==> config.mk <==
export PLATFORM = sky130hd
export DESIGN_NAME = seq_detect_moore_param
export DESIGN_NICKNAME = d
export VERILOG_FILES = /design/src/rtl/seq_detect_moore_param.sv
export SDC_FILE = /design/constraint.sdc
export NUM_CORES = 1
export LEC_CHECK = 0
export CAP_MARGIN = 0
export CORE_MARGIN = 5
export CORE_UTILIZATION = 39
export DETAILED_ROUTE_END_ITERATION = 10
export GPL_TIMING_DRIVEN = 0
export PLACE_DENSITY = 0.63
export SETUP_SLACK_MARGIN = 0.2
export SYNTH_ARGS = -nofsm -noshare
export SYNTH_HDL_FRONTEND = slang
export SYNTH_SLANG_ARGS = --single-unit
==> constraint.sdc <==
create_clock -name clk -period 4.67 [get_ports clk]
set_clock_uncertainty 0.15 [all_clocks]
set_input_delay 1.1675 -clock clk [delete_from_list [all_inputs] [get_ports clk]]
set_output_delay 1.1675 -clock clk [all_outputs]
set_load 0.02 [all_outputs]
==> src/rtl/seq_detect_moore_param.sv <==
// Runtime-programmable Moore serial-pattern detector with overlap/non-overlap modes.
// Optional saturating match counter is compiled in when SEQDET_COUNT_EN is defined.
module seq_detect_moore_param #(
  parameter int unsigned          MAX_LEN     = 8,
  parameter logic [MAX_LEN-1:0]   DEF_PATTERN = 8'b0000_0101,
  parameter int unsigned          DEF_LEN     = 3,
  parameter bit                   DEF_OVERLAP = 1'b1,
  parameter int unsigned          CNT_W       = 8,
  localparam int unsigned         LW          = $clog2(MAX_LEN + 1)
) (
  input  logic               clk,
  input  logic               rst,
  input  logic               din_valid,
  input  logic               din,
  input  logic               cfg_load,
  input  logic [MAX_LEN-1:0] cfg_pattern,
  input  logic [LW-1:0]      cfg_len,
  input  logic               cfg_overlap,
  output logic               detect,
  output logic [LW-1:0]      state_o,
  output logic [CNT_W-1:0]   match_count,
  output logic               cfg_err
);

  localparam int unsigned     IW      = $clog2(MAX_LEN);
  localparam logic [LW:0]     MaxLenW = (LW + 1)'(MAX_LEN);
  localparam logic [LW-1:0]   DefLen  = LW'(DEF_LEN);

  logic [MAX_LEN-1:0] pat_q, pat_d;
  logic [LW-1:0]      len_q, len_d;
  logic               ovl_q, ovl_d;
  // Only MAX_LEN-1 past bits are needed; the incoming bit completes the window.
  logic [MAX_LEN-2:0] hist_q, hist_d;
  logic [LW-1:0]      state_q, state_d;
  logic               detect_q, detect_d;
  logic               err_q, err_d;

  logic               cfg_ok;
  logic               cfg_accept;
  logic [MAX_LEN-1:0] cfg_mask;

  logic [MAX_LEN-1:0] hist_shift;
  logic [LW-1:0]      eff_state;
  logic [LW-1:0]      lim;
  logic [LW-1:0]      next_state;
  logic [LW-1:0]      idx;
  logic               prefix_ok;

  assign cfg_ok     = (cfg_len != '0) && ({1'b0, cfg_len} <= MaxLenW);
  assign cfg_accept = cfg_load && cfg_ok;

  always_comb begin
    cfg_mask = '0;
    for (int i = 0; i < int'(MAX_LEN); i++) begin
      cfg_mask[i[IW-1:0]] = (LW'(i) < cfg_len);
    end
  end

  // Longest pattern prefix that is a suffix of the history including the new bit.
  always_comb begin
    hist_shift = {hist_q, din};
    eff_state  = state_q;
    if (!ovl_q && (state_q == len_q)) begin
      hist_shift = {{(MAX_LEN - 1){1'b0}}, din};
      eff_state  = '0;
    end
    lim        = (eff_state == len_q) ? len_q : eff_state + 1'b1;
    next_state = '0;
    idx        = '0;
    prefix_ok  = 1'b0;
    for (int k = 1; k <= int'(MAX_LEN); k++) begin
      if (LW'(k) <= lim) begin
        prefix_ok = 1'b1;
        for (int i = 0; i < k; i++) begin
          idx = len_q - LW'(k) + LW'(i);
          if (hist_shift[i[IW-1:0]] != pat_q[idx[IW-1:0]]) begin
            prefix_ok = 1'b0;
          end
        end
        if (prefix_ok) begin
          next_state = LW'(k);
        end
      end
    end
  end

  always_comb begin
    pat_d    = pat_q;
    len_d    = len_q;
    ovl_d    = ovl_q;
    hist_d   = hist_q;
    state_d  = state_q;
    detect_d = detect_q;
    err_d    = 1'b0;
    if (cfg_accept) begin
      pat_d    = cfg_pattern & cfg_mask;
      len_d    = cfg_len;
      ovl_d    = cfg_overlap;
      hist_d   = '0;
      state_d  = '0;
      detect_d = 1'b0;
    end else begin
      err_d = cfg_load;
      if (din_valid) begin
        hist_d   = hist_shift[MAX_LEN-2:0];
        state_d  = next_state;
        detect_d = (next_state == len_q);
      end
    end
  end

  always_ff @(posedge clk or negedge rst) begin
    if (!rst) begin
      pat_q    <= DEF_PATTERN;
      len_q    <= DefLen;
      ovl_q    <= DEF_OVERLAP;
      hist_q   <= '0;
      state_q  <= '0;
      detect_q <= 1'b0;
      err_q    <= 1'b0;
    end else begin
      pat_q    <= pat_d;
      len_q    <= len_d;
      ovl_q    <= ovl_d;
      hist_q   <= hist_d;
      state_q  <= state_d;
      detect_q <= detect_d;
      err_q    <= err_d;
    end
  end

`ifdef SEQDET_COUNT_EN
  logic [CNT_W-1:0] cnt_q, cnt_d;
  logic             hit;

  always_comb begin
    cnt_d = cnt_q;
    hit   = din_valid && !cfg_accept && (next_state == len_q);
    if (cfg_accept) begin
      cnt_d = '0;
    end else if (hit && (cnt_q != '1)) begin
      cnt_d = cnt_q + 1'b1;
    end
  end

  always_ff @(posedge clk or negedge rst) begin
    if (!rst) begin
      cnt_q <= '0;
    end else begin
      cnt_q <= cnt_d;
    end
  end

  assign match_count = cnt_q;
`else
  assign match_count = '0;
`endif

  assign detect  = detect_q;
  assign state_o = state_q;
  assign cfg_err = err_q;

endmodule

### After elaboration in Yosys (flattened, before gate mapping)

Cells that the tools add are included.

* output and inout port bits: 14
* word-level logic and storage cells: 285
* register bits: 26
* input port bits: 18

* bitwise gates (word level): 1
* multiplexer cells: 142
* $lt $le $gt $ge: 53
* eq/ne operators: 39
* add/subtract/negate cells: 37
* reductions and logical operators: 6

Operator list (number)
* less-than comparator 3 x 4 -> 1 bit (second input constant): 36
* binary-select mux 1 bit (select 3 bit): 36
* 2-to-1 mux 1 bit: 85
* 2-to-1 mux 4 bit: 18
* != test 1 bit: 36
* adder 3 x 2 -> 3 bit (second input constant): 11
* adder 3 bit (second input constant): 10
* adder 3 x 1 -> 3 bit (second input constant): 7
* <= comparator 3 x 4 -> 1 bit (first input constant): 4
* less-than comparator 3 x 4 -> 1 bit (first input constant): 4
* 2-to-1 mux 7 bit: 2
* equality test 4 bit: 3
* subtractor 3 bit (second input constant): 4
* AND 8 bit: 1
* <= comparator 2 x 4 -> 1 bit (first input constant): 2
* less-than comparator 1 x 4 -> 1 bit (first input constant): 2
* less-than comparator 2 x 4 -> 1 bit (first input constant): 2
* 2-to-1 mux 8 bit: 1
* subtractor 3 x 1 -> 3 bit (second input constant): 2
* subtractor 3 x 2 -> 3 bit (second input constant): 2
* adder 4 x 1 -> 4 bit (second input constant): 1
* <= comparator 1 x 4 -> 1 bit (first input constant): 1
* <= comparator 4 bit (first input constant): 1
* <= comparator 4 bit (second input constant): 1
* 4 further kinds: 6

### Logic depth before layout (Yosys ltp)

* depth after elaboration: 26
* depth in mapped cells: 17

### Worst setup path after synthesis

No wires, ideal clock.

* kind: reg-to-reg
* start point: register len_q[1]
* end point: register detect_q (netlist: detect)
* data required time: 4.397 ns
* arrival: 4.028 ns
* period minus slack after synthesis: 4.301 ns
* cell stages (with the launch flop): 18
* path slack: 0.369 ns
* library setup time: 0.123 ns
* cell sequence: dfstp_2 > buf_2 > xnor2_1 > and4_1 > buf_2 > nand2_1 > clkbuf_1 > and2_1 > ha_1 > nor2b_1 > a22o_1 > a211o_1 > o2111ai_1 > a211oi_1 > or4_1 > a211oi_2 > xnor2_1 > o221a_1

* cells in the longest elaborated chain, start to end: 25
* elaborated cells on any way between the ends: 222
* those cells by class: add/sub (37); order compare (8); eq/ne (39); mux (137); reduce/logical (1)

Ends and longest elaborated chain
* start: declaration: line 30 `logic [LW-1:0] len_q, len_d;`
* start signal: assignment: line 115 `len_q <= DefLen;`
* start signal: assignment: line 123 `len_q <= len_d;`
* branches (longest 22 deep; another with subtractor 3 x 2 -> 3 bit)
* equality test 4 bit (*): line 107 `detect_d = (next_state == len_q);`
* 2-to-1 mux 1 bit (*): line 104 `if (din_valid) begin`
* 2-to-1 mux 1 bit (*): line 95 `if (cfg_accept) begin`
* end signal: assignment: line 127 `detect_q <= detect_d;`
* end: declaration: line 35 `logic detect_q, detect_d;`

Every way passes the cells marked *. The select of a mux whose other input is x is not followed.
A chain may end at the register's enable or synchronous reset.

### Worst setup path after layout

Ends and elaborated chain as after synthesis.

==> impl_metrics.tcl <==
set metrics [dict create \
    outcome "finished, final reports clean" \
    intPower_mw 1.09 \
    critPathRequiredTime_ns 4.70 \
    grt_usage_pct 19.2 \
    peakVddDrop_mv 0.241 \
    finalPower_mw 2.05 \
    clkSlewWorstSetupHoldPaths_ns 0.10 \
    io_buffers 20 \
    maxSlewHeadroom_pct 18.9 \
    rr_worst_depth 17 \
    rsz0062_at_grt "no" \
    finish.net_count 498 \
    p_seq_share_pct 14.6 \
    pwr-share-comb_pct 77.8 \
    worstMarginPinSlew_ns 1.21 \
    postSynthAreaPerCell_um2 8.85 \
    slew_viol_final 0 \
    synth-simple-area-share_pct 19.6 \
    ys_seq_elements 26 \
    r2r_end "detect" \
    syn_area_um2 3710 \
    cp_top_family "compound AO/OA/AOI/OAI gates" \
    hold_path_depth 2 \
    final-hold-violation-count 0 \
    clk_latency_ns 0.29 \
    start_util_pct 40.1 \
    place_congestion 0.969 \
    vias 3543 \
    final_antenna_net_count 0 \
    synth_xor_xnor_area_share_pct 10.7 \
    design.core.area_um2 9240 \
    synth.yosys.seq_area_share_pct 17.7 \
    r2r_slack_ns 0.32 \
    whs_endpoint "pat_q[2]" \
    leakage_nw 1.78 \
    grt_max_degree 27 \
    cts_sinks 26 \
    min_from "pat_q[2]" \
    path_class "flop to flop" \
    hpwl_um 8090 \
    min_period_ns 4.35 \
    drcViolationCount 0 \
    die_area_um2 11600 \
    synth-adder-area-share_pct 2.02 \
    cp_common_cell "buf_8" \
    grt_pass1_wl_um 17700 \
    drt_iter0_drc 244 \
    switching_share_pct 47.0 \
    cap_violations 0 \
    io_pins 32 \
    clk_path_buf_depth 2 \
    die_x_um 108 \
    grt_antenna_before_repair 0 \
    synth_mux_area_share_pct 22.0 \
    drive_gt1_share_pct 24.9 \
    netlist.area_leader.share_pct 14.2 \
    fp-row-count 35 \
    drt_first_pass_iters 5 \
    wire_per_inst_um 18.0 \
    synth_edf_count 0 \
    ys_types 79 \
    yosys-top-cells-area "dfrtp_1, mux4_2, mux2i_1" \
    h-tree-depth 1 \
    cp_num_buf_inv 3 \
    cts_made_buffers 3 \
    final_core_util_pct 48.2 \
    powerDensity_nw_per_um2 461 \
    max_stage_delay_ns 0.59 \
    critPathCaptureType "flop" \
    dieHeight_um 108 \
    final_cell_mix "nand2_1, buf_4, mux2i_1, o21ai_0" \
    hp-class "flop to flop" \
    synth_compound_area_share_pct 19.7 \
    grt-ovfl-total 0 \
    n_antenna_cell 0 \
    max_freq_ghz 0.230 \
    p_sw_uw 965 \
    syn2layout_area_growth_pct 20.0 \
    crit_fanout 9 \
    start_kind "flop" \
    clockPowerShare_pct 7.7 \
    path_cells "buf_8, xnor2_2, and4_4, buf_6, nand2_4, buf_8, and2_1, ha_1, nor2b_1, a22o_1, a211o_1, o2111ai_2, a22oi_1, or4_1, a211oi_2, xnor2_1, o221a_1" \
    cp_data_arrival_time_ns 4.38 \
    synth_ff_type "dfrtp_1" \
    cts_tree "built" \
    fin_crit_sh_pct 93.1 \
    slowest_stage "dfstp_2" \
    final_common_cell "nand2_1" \
    wirelength_um 10900 \
    yosysWarnings 0 \
    syn-instance-count 419 \
    setup_viol 0 \
    synth_top_area_cell "dfrtp_1" \
    first_global_vias 3342 \
    cts-root-buf "clkbuf_8" \
    timing.rr.start "len_q[1]" \
    synth_top_family_by_area "multiplexers" \
    routed_via_density 5.89 \
    synth-async-reset-ratio_pct 100 \
]
-- sequential cells by signal (all words and copies together), names as in the netlist --
| register | flops |
|---|---|
| pat_q | 8 |
| hist_q | 7 |
| len_q | 4 |
| state_o | 4 |
| cfg_err | 1 |
| detect | 1 |
| ovl_q | 1 |
-- stage by stage --
step                      hold slack [ns]  area [µm²]  instances  setup WS [ns]  TNS, ns
after floorplan                     0.323        3740        426          0.369        0
after detailed placement            0.378        4100        575         -0.321   -0.499
final                               0.398        4450        602          0.324        0
after global placement              0.375        4100        575         -0.389   -0.594
after global routing                0.417        4450        602          0.166        0
after CTS                           0.392        4270        584          0.202        0
-- per-layer routing --
layer / routed length [µm] / up-vias / track usage, % / share of wire, %
li1: - / 1665 / - / -
met1: 4820 / 1736 / 26.5 / 44
met2: 5270 / 127 / 31.7 / 49
met3: 555 / 15 / 1.74 / 5.1
met4: 216 / 0 / 6.22 / 2.0
met5: 0 / - / 0 / 0
-- cells by family after synthesis --
kind of cell               after synthesis
AOI/OAI and AO/OA                      102
xor gates and xnor gates                36
adders and majority gates                6
buffers and inverters                   55
DFF                                     26
muxes                                   54
other                                    1
and+or+nand+nor                        139
-- worst reg2reg max path, delay by kind of cell (launching register included) --
kind / cells / cell delay [ns]
flip-flops: 1 / 0.59
buffers and inverters: 3 / 0.44
AND/OR/NAND/NOR: 5 / 1.20
adder cells (fa/ha/maj): 1 / 0.21
XOR/XNOR: 2 / 0.25
AO/OA/AOI/OAI: 6 / 1.44
-- final cells by class --
class	count	area, µm²
Tap cell	129	161
Fill cell	873	4790
Buffer	45	300
Sequential cell	26	657
Multi-Input combinational cell	345	2860
Inverter	10	43.8
Timing Repair Buffer	43	373
Clock buffer	4	55.1
-- what timing repair did --
item,CTS,global route
endpoints found under the setup margin,2,2
pin swaps,3,8
gates resized for setup,16,15
buffers inserted,5,18
hold buffers,0,0
-- worst max-delay path by stage --
stage              from  endpoint  slack (ns)  cells past startpoint
2_1_floorplan  len_q[1]    detect        0.37                     17
3_3_place_gp   len_q[1]    detect       -0.39                     17
3_5_place_dp   len_q[1]    detect       -0.32                     17
4_1_cts        len_q[0]    detect        0.20                     17
5_1_grt        len_q[1]    detect        0.17                     17
6_report       len_q[1]    detect        0.32                     17
-- Yosys cell counts (3+ instances only) --
cell type  count
a211o_1        5
a211oi_1       3
a21o_1         5
a21oi_1       18
a22oi_1        3
a31oi_1        3
and3_1         3
buf_1          4
buf_2          9
buf_4          9
buf_6          4
clkbuf_1      15
clkbuf_2       3
dfrtp_1       21
dfstp_2        5
ha_1           6
inv_1          8
mux2_2         6
mux2i_1       24
mux2i_4        3
mux4_2        16
nand2_1       35
nand2b_1      13
nand3_1       20
nand3b_1       3
nand4_1        4
nor2_1        24
nor2b_1        4
nor3_1        11
nor3b_1        3
nor4_1         3
o2111ai_1      4
o21ai_0       24
o21ai_2        3
o22ai_1        6
or3_1          4
xnor2_1       25
xor2_1         5
-- power groups by stage --
| stage | clock network, mW | registers (mW) | logic (mW) |
|---|---|---|---|
| final | 0.157 | 0.300 | 1.60 |
| after global routing | 0.171 | 0.306 | 1.72 |
| after CTS | 0.159 | 0.299 | 1.46 |
| after detailed placement | 0 | 0.303 | 1.38 |
| after global placement | 0 | 0.301 | 1.37 |
| after floorplan | 0 | 0.305 | 1.08 |
Note: power is estimated with default switching activity, not from simulation.
